$ cat src/rtl/mem_pkg.sv
`default_nettype none
// ---------------------------------------------------------------------------
// mem_pkg : shared encodings for the SDRAM requester front end
// Rev 1.0
// ---------------------------------------------------------------------------
package mem_pkg;

  localparam int DEFAULT_ADDR_W = 21;

  localparam logic [3:0] RS_IDLE       = 4'h0;
  localparam logic [3:0] RS_READ_DONE  = 4'h1;
  localparam logic [3:0] RS_WRITE_DONE = 4'h2;
  localparam logic [3:0] RS_FAULT      = 4'hF;

  localparam logic [1:0] ST_IDLE = 2'd0;
  localparam logic [1:0] ST_REQ  = 2'd1;
  localparam logic [1:0] ST_RESP = 2'd2;

  typedef enum logic [1:0] {
    S_IDLE = ST_IDLE,
    S_REQ  = ST_REQ,
    S_RESP = ST_RESP
  } state_e;

  // Anything other than the done code matching the direction is an error.
  function automatic logic status_ok(input logic is_write, input logic [3:0] st);
    return is_write ? (st == RS_WRITE_DONE) : (st == RS_READ_DONE);
  endfunction

endpackage
`default_nettype wire

$ cat src/rtl/mem_requester_if.sv
`default_nettype none
// ---------------------------------------------------------------------------
// mem_requester_if : host command/response bus plus controller request bus
// Rev 1.0
// ---------------------------------------------------------------------------
interface mem_requester_if #(
  parameter int ADDR_W = mem_pkg::DEFAULT_ADDR_W
);
  logic              cmd_valid;
  logic              cmd_ready;
  logic              cmd_write;
  logic [ADDR_W-1:0] cmd_addr;
  logic [15:0]       cmd_wdata;
  logic              rsp_valid;
  logic [15:0]       rsp_rdata;
  logic              rsp_error;
  logic              ram_request_read;
  logic              ram_request_write;
  logic [ADDR_W-1:0] ram_addr;
  logic [15:0]       ram_wdata;
  logic [15:0]       ram_rdata;
  logic [3:0]        ram_state;
  logic              ram_event;

  // master: the requester itself; slave: host plus controller around it
  modport master (
    input  cmd_valid, cmd_write, cmd_addr, cmd_wdata,
    input  ram_rdata, ram_state, ram_event,
    output cmd_ready, rsp_valid, rsp_rdata, rsp_error,
    output ram_request_read, ram_request_write, ram_addr, ram_wdata
  );

  modport slave (
    output cmd_valid, cmd_write, cmd_addr, cmd_wdata,
    output ram_rdata, ram_state, ram_event,
    input  cmd_ready, rsp_valid, rsp_rdata, rsp_error,
    input  ram_request_read, ram_request_write, ram_addr, ram_wdata
  );
endinterface
`default_nettype wire

$ cat src/rtl/mem_requester.sv
`default_nettype none
// ---------------------------------------------------------------------------
// mem_requester : single-outstanding read/write requester for the SDRAM
//                 controller, with completion status check and timeout
// Rev 1.0
// ---------------------------------------------------------------------------
module mem_requester
  import mem_pkg::*;
#(
  parameter int TIMEOUT_CYCLES = 1024,
  parameter int ADDR_W         = DEFAULT_ADDR_W
) (
  input  logic             clk,
  input  logic             rst_n,
  mem_requester_if.master  bus
);

  localparam int              CNT_W    = (TIMEOUT_CYCLES > 2) ? $clog2(TIMEOUT_CYCLES) : 1;
  localparam logic [CNT_W-1:0] CNT_LOAD = CNT_W'(TIMEOUT_CYCLES - 1);

  state_e            state_q, state_d;
  logic [CNT_W-1:0]  cnt_q, cnt_d;
  logic              cmd_ready_q, cmd_ready_d;
  logic              rsp_valid_q, rsp_valid_d;
  logic              rsp_error_q, rsp_error_d;
  logic [15:0]       rsp_rdata_q, rsp_rdata_d;
  logic              req_rd_q, req_rd_d;
  logic              req_wr_q, req_wr_d;
  logic [ADDR_W-1:0] ram_addr_q, ram_addr_d;
  logic [15:0]       ram_wdata_q, ram_wdata_d;

  always_ff @(posedge clk or negedge rst_n) begin
    if (!rst_n) begin
      state_q     <= S_IDLE;
      cnt_q       <= '0;
      cmd_ready_q <= 1'b1;
      rsp_valid_q <= 1'b0;
      rsp_error_q <= 1'b0;
      rsp_rdata_q <= '0;
      req_rd_q    <= 1'b0;
      req_wr_q    <= 1'b0;
      ram_addr_q  <= '0;
      ram_wdata_q <= '0;
    end else begin
      state_q     <= state_d;
      cnt_q       <= cnt_d;
      cmd_ready_q <= cmd_ready_d;
      rsp_valid_q <= rsp_valid_d;
      rsp_error_q <= rsp_error_d;
      rsp_rdata_q <= rsp_rdata_d;
      req_rd_q    <= req_rd_d;
      req_wr_q    <= req_wr_d;
      ram_addr_q  <= ram_addr_d;
      ram_wdata_q <= ram_wdata_d;
    end
  end

  always_comb begin
    state_d     = state_q;
    cnt_d       = cnt_q;
    rsp_valid_d = 1'b0;
    rsp_error_d = rsp_error_q;
    rsp_rdata_d = rsp_rdata_q;
    req_rd_d    = req_rd_q;
    req_wr_d    = req_wr_q;
    ram_addr_d  = ram_addr_q;
    ram_wdata_d = ram_wdata_q;

    case (state_q)
      S_IDLE: begin
        if (bus.cmd_valid && cmd_ready_q) begin
          ram_addr_d  = bus.cmd_addr;
          ram_wdata_d = bus.cmd_wdata;
          req_rd_d    = ~bus.cmd_write;
          req_wr_d    = bus.cmd_write;
          cnt_d       = CNT_LOAD;
          state_d     = S_REQ;
        end
      end
      S_REQ: begin
        // The event is checked first so it wins over a simultaneous timeout.
        if (bus.ram_event) begin
          req_rd_d    = 1'b0;
          req_wr_d    = 1'b0;
          rsp_rdata_d = bus.ram_rdata;
          rsp_error_d = ~status_ok(req_wr_q, bus.ram_state);
          rsp_valid_d = 1'b1;
          state_d     = S_RESP;
        end else if (cnt_q == '0) begin
          req_rd_d    = 1'b0;
          req_wr_d    = 1'b0;
          rsp_rdata_d = '0;
          rsp_error_d = 1'b1;
          rsp_valid_d = 1'b1;
          state_d     = S_RESP;
        end else begin
          cnt_d = cnt_q - 1'b1;
        end
      end
      S_RESP:  state_d = S_IDLE;
      default: state_d = S_IDLE;
    endcase

    cmd_ready_d = (state_d == S_IDLE);
  end

  assign bus.cmd_ready         = cmd_ready_q;
  assign bus.rsp_valid         = rsp_valid_q;
  assign bus.rsp_error         = rsp_error_q;
  assign bus.rsp_rdata         = rsp_rdata_q;
  assign bus.ram_request_read  = req_rd_q;
  assign bus.ram_request_write = req_wr_q;
  assign bus.ram_addr          = ram_addr_q;
  assign bus.ram_wdata         = ram_wdata_q;

endmodule
`default_nettype wire

$ cat src/flat_wrapper.sv
// flat-port wrapper written by rule: the top's interface ports become plain ports
module mem_requester_flat import mem_pkg::*;
#(
  parameter int TIMEOUT_CYCLES = 1024,
  parameter int ADDR_W         = DEFAULT_ADDR_W
)
  (clk, rst_n, bus_cmd_valid, bus_cmd_write, bus_cmd_addr, bus_cmd_wdata, bus_ram_rdata, bus_ram_state, bus_ram_event, bus_cmd_ready, bus_rsp_valid, bus_rsp_rdata, bus_rsp_error, bus_ram_request_read, bus_ram_request_write, bus_ram_addr, bus_ram_wdata);
  mem_requester_if #(.ADDR_W(ADDR_W)) bus_i ();
  input  logic clk;
  input  logic rst_n;
  input wire logic [$bits(bus_i.cmd_valid)-1:0] bus_cmd_valid;
  input wire logic [$bits(bus_i.cmd_write)-1:0] bus_cmd_write;
  input wire logic [$bits(bus_i.cmd_addr)-1:0] bus_cmd_addr;
  input wire logic [$bits(bus_i.cmd_wdata)-1:0] bus_cmd_wdata;
  input wire logic [$bits(bus_i.ram_rdata)-1:0] bus_ram_rdata;
  input wire logic [$bits(bus_i.ram_state)-1:0] bus_ram_state;
  input wire logic [$bits(bus_i.ram_event)-1:0] bus_ram_event;
  output wire logic [$bits(bus_i.cmd_ready)-1:0] bus_cmd_ready;
  output wire logic [$bits(bus_i.rsp_valid)-1:0] bus_rsp_valid;
  output wire logic [$bits(bus_i.rsp_rdata)-1:0] bus_rsp_rdata;
  output wire logic [$bits(bus_i.rsp_error)-1:0] bus_rsp_error;
  output wire logic [$bits(bus_i.ram_request_read)-1:0] bus_ram_request_read;
  output wire logic [$bits(bus_i.ram_request_write)-1:0] bus_ram_request_write;
  output wire logic [$bits(bus_i.ram_addr)-1:0] bus_ram_addr;
  output wire logic [$bits(bus_i.ram_wdata)-1:0] bus_ram_wdata;
  assign bus_i.cmd_valid = bus_cmd_valid;
  assign bus_i.cmd_write = bus_cmd_write;
  assign bus_i.cmd_addr = bus_cmd_addr;
  assign bus_i.cmd_wdata = bus_cmd_wdata;
  assign bus_i.ram_rdata = bus_ram_rdata;
  assign bus_i.ram_state = bus_ram_state;
  assign bus_i.ram_event = bus_ram_event;
  assign bus_cmd_ready = bus_i.cmd_ready;
  assign bus_rsp_valid = bus_i.rsp_valid;
  assign bus_rsp_rdata = bus_i.rsp_rdata;
  assign bus_rsp_error = bus_i.rsp_error;
  assign bus_ram_request_read = bus_i.ram_request_read;
  assign bus_ram_request_write = bus_i.ram_request_write;
  assign bus_ram_addr = bus_i.ram_addr;
  assign bus_ram_wdata = bus_i.ram_wdata;
  mem_requester #(.TIMEOUT_CYCLES(TIMEOUT_CYCLES), .ADDR_W(ADDR_W)) u_core (.clk(clk), .rst_n(rst_n), .bus(bus_i));
endmodule
$ cat config.mk
export PLATFORM = sky130hd
export DESIGN_NAME = mem_requester_flat
export DESIGN_NICKNAME = d
export VERILOG_FILES = /design/src/rtl/mem_pkg.sv /design/src/rtl/mem_requester_if.sv /design/src/rtl/mem_requester.sv /design/src/flat_wrapper.sv
export SDC_FILE = /design/constraint.sdc
export NUM_CORES = 1
export LEC_CHECK = 0
export CORE_AREA = 5 5 88 90
export DETAILED_ROUTE_END_ITERATION = 10
export DIE_AREA = 0 0 93 95
export GPL_TIMING_DRIVEN = 0
export PLACE_DENSITY = 0.87
export SETUP_SLACK_MARGIN = 0.3
export SLEW_MARGIN = 25
export SYNTH_ARGS = -nofsm -noshare
export SYNTH_HDL_FRONTEND = slang
export SYNTH_SLANG_ARGS = --single-unit
$ cat constraint.sdc
create_clock -name clk -period 2.4 [get_ports clk]
set_input_delay 0.36 -clock clk [delete_from_list [all_inputs] [get_ports clk]]
set_output_delay 0.36 -clock clk [all_outputs]
set_load 0.01 [all_outputs]
==> results.yml, run 1 <==
timing:
  tightest_slew_ns: 0.524
  period_share: 0.821
  rsz0062_at_grt: "no"
  clock.fmax_ghz: 0.507
  layout_setup_ws_ns: 0.428
  maxSlewHeadroom: 0.651
  setup_tns_ns: 0
  finalHoldViolations: 0
  holdWs_ns: 0.471
  skew_ns: 0.0144
  final_max_slew_viol_count: 0
  period_needed_ns: 1.97
  setup_violations: 0
logic_synthesis:
  syn_area_sq_um: 2790
  ys_types: 37
  synth.net_count: 339
  synth_seq_area_share: 0.629
  syn_avg_cell_area_sq_um: 10.1
  synth_mux_area_frac: 0.0180
  synth_top_family_by_area: "simple AND/OR/NAND/NOR gates"
  synth_compound_area_frac: 0.0885
  synth_cells: 276
  ys_seq_elements: 70
  synth_fa_ha_area_frac: 0.00449
  yosys_warnings: 0
  synth-xor-area-share: 0
  synth-simple-area-share: 0.232
critical_path:
  path_class: "register to register"
  r2r_start: "u_core.cnt_q[0]$_DFFE_PN0P_"
  startpoint: "u_core.cnt_q[0]$_DFFE_PN0P_"
  worst_setup_path_start_kind: "register"
  end_kind: "register"
  crit_fanout: 10
  cp_data_arrival_time_ns: 2.21
  crit_required_ns: 2.64
placement:
  hpwl_um: 5540
  io_buffers: 119
  gp_congestion: 0.759
  dp.cells: 478
  preCtsSetupSlack_ns: 0.195
final_layout:
  seqCellArea_sq_um: 1750
  n_antenna_cell: 0
  finalNetCount: 473
  area_growth_pct: 55.1
  drive_gt1_frac: 0.0723
  stdcell_count: 497
  nFillCells: 601
  multi_input_area_sq_um: 955
grt:
  track_usage: 0.176
  grt_max_degree: 42
  grt_pass1_wl_um: 12200
  grt_pass1_vias: 2543
  antenna_found_initial: 0
  grt_overflow_total: 0
clock_network:
  cts_resized: 0
  clkLatencyLatePin_ns: 0.35
  clkSinkCount: 70
  numCtsBuffers: 9
  clkSlewWorstSetupHoldPaths_ns: 0.09
  htree_levels: 3
  cts_root_buf: "clkbuf_8"
  cts_tree: "built"
  cts.path.max_buffers: 2
pwr:
  peakVddDrop_uv: 584
  power_mw: 5.05
  swShare: 0.341
  p_leak_nw: 1.98
  comb_power_share: 0.429
  switchingPower_mw: 1.72
  power_frac_clock: 0.187
  power.density_nw_per_um2: 1170
  p_int_mw: 3.33
  share_seq_of_total_power: 0.384
routing:
  routedWlPerCell_um: 15.1
  postRouteAntennaNets: 0
  dr_total_vias: 2428
  viasPerCell: 4.89
  wl_um: 7500
  drt_iter0_drc: 118
  firstDrtPassIters: 4
  drc: 0
die:
  die_w_um: 93
  pin_count: 120
  dieArea_sq_um: 8840
  initial_utilization: 0.399
  placementRows: 31
  dieHeight_um: 95
  core-area_sq_um: 6980
min_path:
  min_path_type: "register to register"
  hp-start: "u_core.cnt_q[5]$_DFFE_PN0P_"
status:
  status: "completed"
run:
  cap_viol_max_count: 0
[cells in the final DEF (no fill, tap or decap), types with 2 or more instances in the layout]
cell / netlist / layout
nand2_1: 116 / 116
buf_2: 2 / 2
clkbuf_8: 0 / 9
buf_4: 0 / 3
mux2i_1: 5 / 5
o211ai_1: 2 / 2
inv_1: 5 / 5
clkinv_2: 0 / 2
o21ai_0: 6 / 6
nor3_1: 4 / 4
clkbuf_1: 9 / 9
or3_1: 2 / 2
nand3_1: 2 / 2
dfrtp_1: 69 / 69
and3_1: 2 / 2
clkdlybuf4s50_1: 0 / 118
a22o_1: 16 / 16
clkinv_4: 0 / 2
nor2_1: 13 / 13
[per-stage QoR]
step           instance area, sq um  utilization
6_report                       4320        0.619
4_1_cts                        4300        0.616
5_1_grt                        4320        0.619
3_5_place_dp                   4100        0.587
3_3_place_gp                   4080        0.584
2_1_floorplan                  2790            -
[metal layers]
metal | routed length, um | vias up | global-route usage
met5 | 0 | - | 0
met4 | 133 | 0 | 0.0745
met3 | 566 | 15 | 0.0590
met2 | 3700 | 83 | 0.289
met1 | 3100 | 1156 | 0.214
li1 | - | 1174 | -
[registers in the layout (all words and copies together) (netlist names)]
signal / flops
u_core.bus.cmd_ready: 1
u_core.bus.ram_addr: 21
u_core.bus.ram_request_read: 1
u_core.bus.ram_request_write: 1
u_core.bus.ram_wdata: 16
u_core.bus.rsp_error: 1
u_core.bus.rsp_rdata: 16
u_core.bus.rsp_valid: 1
u_core.cnt_q: 10
u_core.state_q: 2
[repair_timing]
item | 4_1_cts | 5_1_grt
setup endpoints to repair | 0 | 12
hold buffers | 1 | 0
hold endpoints to repair | 29 | 0
setup buffers | 0 | 2
[worst paths after layout]
path | endpoint | slack, ns | cells past startpoint
max reg2reg | u_core.bus.rsp_rdata[1]$_DFFE_PN0P_ | 0.43 | 7
max | u_core.bus.rsp_rdata[1]$_DFFE_PN0P_ | 0.43 | 7
min reg2reg | u_core.cnt_q[5]$_DFFE_PN0P_ | 0.47 | 1
max in group asynchronous | u_core.bus.cmd_ready$_DFF_PN1_ | 1.32 | 3
min | u_core.cnt_q[5]$_DFFE_PN0P_ | 0.47 | 1
min in group asynchronous | u_core.bus.ram_addr[15]$_DFFE_PN0P_ | 0.48 | 2
[critical path, cell delays in order, from the launching register on]
cell and delay, ns:
dfrtp_1 0.43, inv_1 0.08, ha_1 0.16, or3b_1 0.43, nor3_4 0.28, a21oi_4 0.14, buf_6 0.17, a22o_1 0.18
[cells by family after synthesis]
family                     Yosys count
AOI/OAI and AO/OA                   31
muxes                                5
buffers and inverters               18
and+or+nand+nor                    151
DFF                                 70
adders and majority gates            1
[Yosys cell counts (all sizes together)]
cell	n	area, sq um
or3	3	23.8
dfstp	1	26.3
nor2	13	48.8
nand2b	1	6.26
a21oi	2	21.3
and2	1	6.26
o211ai	2	15.0
dfrtp	69	1730
buf	4	25.0
o311ai	1	8.76
a221o	1	10.0
a31oi	1	6.26
nor2b	1	6.26
o22ai	1	6.26
nor3b	1	7.51
or4	1	7.51
clkbuf	9	33.8
nor4	2	18.8
a22o	16	140
inv	5	18.8
o21ai	6	30.0
mux2i	5	50.1
or2	1	6.26
nand2	116	435
and3	2	12.5
ha	1	12.5
nor3	5	36.3
nand3	2	10.0
or3b	2	20.0
o22a	1	8.76
[layout make-up]
| class | count | share of cell area |
|---|---|---|
| clock buffer | 9 | 0.0287 |
| buffer | 13 | 0.0136 |
| sequential | 70 | 0.406 |
| inverter | 5 | 0.00435 |
| timing repair buffer | 123 | 0.286 |
| multi-input combinational | 188 | 0.221 |
| clock inverter | 7 | 0.0171 |
| tap | 82 | 0.0238 |
[power groups by stage]
stage | clock network [mW] | registers, mW | logic, mW
floorplan | 0 | 2.15 | 0.706
global placement | 0 | 1.93 | 2.13
detailed placement | 0 | 1.96 | 2.19
CTS | 0.970 | 1.94 | 2.21
global route | 1.03 | 2.01 | 2.37
finish | 0.944 | 1.94 | 2.17
No activity file was read; power rests on OpenSTA's default activity.
==> run 2: changes to the inputs <==
==> constraint.sdc (replaced) <==
create_clock -name clk -period 1.9 [get_ports clk]
set_input_delay 0.285 -clock clk [delete_from_list [all_inputs] [get_ports clk]]
set_output_delay 0.285 -clock clk [all_outputs]
set_load 0.01 [all_outputs]
==> run 2 against run 1 <==
Against the previous run: sequential share of layout area down 2.5 points; non-clock buffer count is 13 higher; sequential power rose by 26%; highest routed layer unchanged.
==> results.yml, run 2 (synthesis results as in run 1) <==
status:
  status: "completed"
die:
  pin_count: 120
  placementRows: 31
  initial_utilization: 0.399
  dieArea_sq_um: 8840
  core-area_sq_um: 6980
  dieHeight_um: 95
  die_w_um: 93
routing:
  dr_total_vias: 2552
  wl_um: 8330
  firstDrtPassIters: 4
  postRouteAntennaNets: 0
  drt_iter0_drc: 145
  routedWlPerCell_um: 16.3
  viasPerCell: 4.99
  drc: 0
grt:
  grt_pass1_wl_um: 12900
  grt_pass1_vias: 2653
  track_usage: 0.186
  antenna_found_initial: 0
  grt_max_degree: 38
  grt_overflow_total: 0
pwr:
  peakVddDrop_uv: 844
  power.density_nw_per_um2: 1420
  p_leak_nw: 2.25
clock_network:
  clkSlewWorstSetupHoldPaths_ns: 0.08
  clkSinkCount: 70
  cts_root_buf: "clkbuf_8"
  cts_tree: "built"
  htree_levels: 3
  cts.path.max_buffers: 2
  clkLatencyLatePin_ns: 0.35
  numCtsBuffers: 9
timing:
  final_max_slew_viol_count: 0
  period_needed_ns: 1.89
  maxSlewHeadroom: 0.674
  skew_ns: 0.0119
  finalHoldViolations: 0
  tightest_slew_ns: 0.488
  rsz0062_at_grt: "yes"
  clock.fmax_ghz: 0.530
  setup_violations: 0
  holdWs_ns: 0.437
  period_share: 0.992
final_layout:
  final_cell_mix: "116 x nand2_1, 104 x clkdlybuf4s50_1, 69 x dfrtp_1"
  stdcell_count: 511
  area_growth_pct: 65.1
  multi_input_area_sq_um: 1070
  nFillCells: 511
  finalNetCount: 487
  largest_reg_flops: 21
  seqCellArea_sq_um: 1750
  n_antenna_cell: 0
  drive_gt1_frac: 0.161
  layout_commonest_cell: "nand2_1"
critical_path:
  worst_setup_path_start_kind: "register"
  cp_data_arrival_time_ns: 2.11
  startpoint: "u_core.cnt_q[0]$_DFFE_PN0P_"
  crit_required_ns: 2.12
  path_class: "register to register"
  crit_slowest_cell: "or3b_4"
  slowest_delay_ns: 0.41
  crit_fanout: 4
  path_cells: "inv_2 -> ha_2 -> or3b_4 -> nor3_4 -> a21oi_4 -> buf_12 -> a22o_1"
  r2r_start: "u_core.cnt_q[0]$_DFFE_PN0P_"
  end_kind: "register"
placement:
  dp.cells: 478
  hpwl_um: 5540
  io_buffers: 119
  gp_congestion: 0.775
run:
  cap_viol_max_count: 0
min_path:
  min_path_type: "primary input to async pin"
==> run 2: changes by cell type in the layout (fill, tap and decap cells not counted), moves of 3 or more <==
cell / change
buf_4: +9
clkdlybuf4s50_1: -14
clkbuf_2: +6
dlymetal6s2s_1: +12
clkbuf_1: -6
nor3_1: -3
o21ai_2: +3
o21ai_0: -3
==> run 2: report_power, final <==
part	total, mW	internal [mW]	switching, mW
clock	1.19	0.608	0.580
sequential	2.45	2.11	0.337
combinational	2.91	1.56	1.35
total	6.54	4.27	2.27
==> run 2: what timing repair did <==
item | in CTS | in global routing
cloned | 1 | 1
pin swaps | 6 | 3
setup buffers | 9 | 5
hold buffers | 1 | 0
endpoints found under the hold margin | 36 | 0
resized for setup | 18 | 34
endpoints found under the setup margin | 70 | 82
==> run 2: cell type report <==
type	count	share of cell area
buffer	13	0.0147
clock buffer	9	0.0269
clock inverter	7	0.0158
inverter	5	0.00408
multi-input combinational	189	0.233
sequential	70	0.381
tap	82	0.0223
timing repair buffer	136	0.301
==> run 2: path summary, 6_finish.rpt <==
check,to,slack (ns),cells past startpoint
setup / recovery,u_core.bus.rsp_rdata[12]$_DFFE_PN0P_,0.01,7
hold / removal,u_core.bus.ram_wdata[8]$_DFFE_PN0P_,0.44,2
setup reg to reg,u_core.bus.rsp_rdata[12]$_DFFE_PN0P_,0.01,7
hold reg to reg,u_core.bus.ram_wdata[13]$_DFFE_PN0P_,0.48,2
max in group asynchronous,u_core.bus.cmd_ready$_DFF_PN1_,0.84,3
min in group clk,u_core.bus.ram_addr[4]$_DFFE_PN0P_,0.46,3
==> run 2: critical path: cells and delay by family, from the launching register on <==
kind / cells / cell delay, ns
AO/OA/AOI/OAI: 2 / 0.34
adder cells (fa/ha/maj): 1 / 0.18
buffers and inverters: 2 / 0.21
flip-flops: 1 / 0.40
AND/OR/NAND/NOR: 2 / 0.65
==> run 2: metal layers <==
metal  vias up  share of wire  track usage
met2       111           0.51        0.299
met5         -              0            0
li1       1211              -            -
met1      1218           0.38        0.223
met3        12          0.097       0.0805
met4         0          0.018       0.0647
==> run 2: stage by stage <==
step | cell area (sq um) | power (mW) | utilization | setup WS [ns] | TNS, ns
finish | 4600 | 6.54 | 0.659 | 0.0145 | 0
global route | 4600 | 6.99 | 0.659 | -0.0526 | -0.677
CTS | 4440 | 6.51 | 0.636 | 0.0951 | 0
detailed placement | 4120 | 5.23 | 0.590 | -0.281 | -2.54
global placement | 4100 | 5.13 | 0.587 | -1.73 | -121.94
floorplan | 2810 | 3.61 | - | 0.0859 | 0
==> run 3: changes to the inputs <==
--- a/config.mk
+++ b/config.mk
@@ -8,6 +8,7 @@
 export CORE_AREA = 5 5 88 90
 export DETAILED_ROUTE_END_ITERATION = 10
 export DIE_AREA = 0 0 93 95
+export GPL_ROUTABILITY_DRIVEN = 0
 export GPL_TIMING_DRIVEN = 0
 export PLACE_DENSITY = 0.87
 export SETUP_SLACK_MARGIN = 0.3
==> results of run 3 <==
The final DEF is identical to that of run 2; final timing and power are the same.
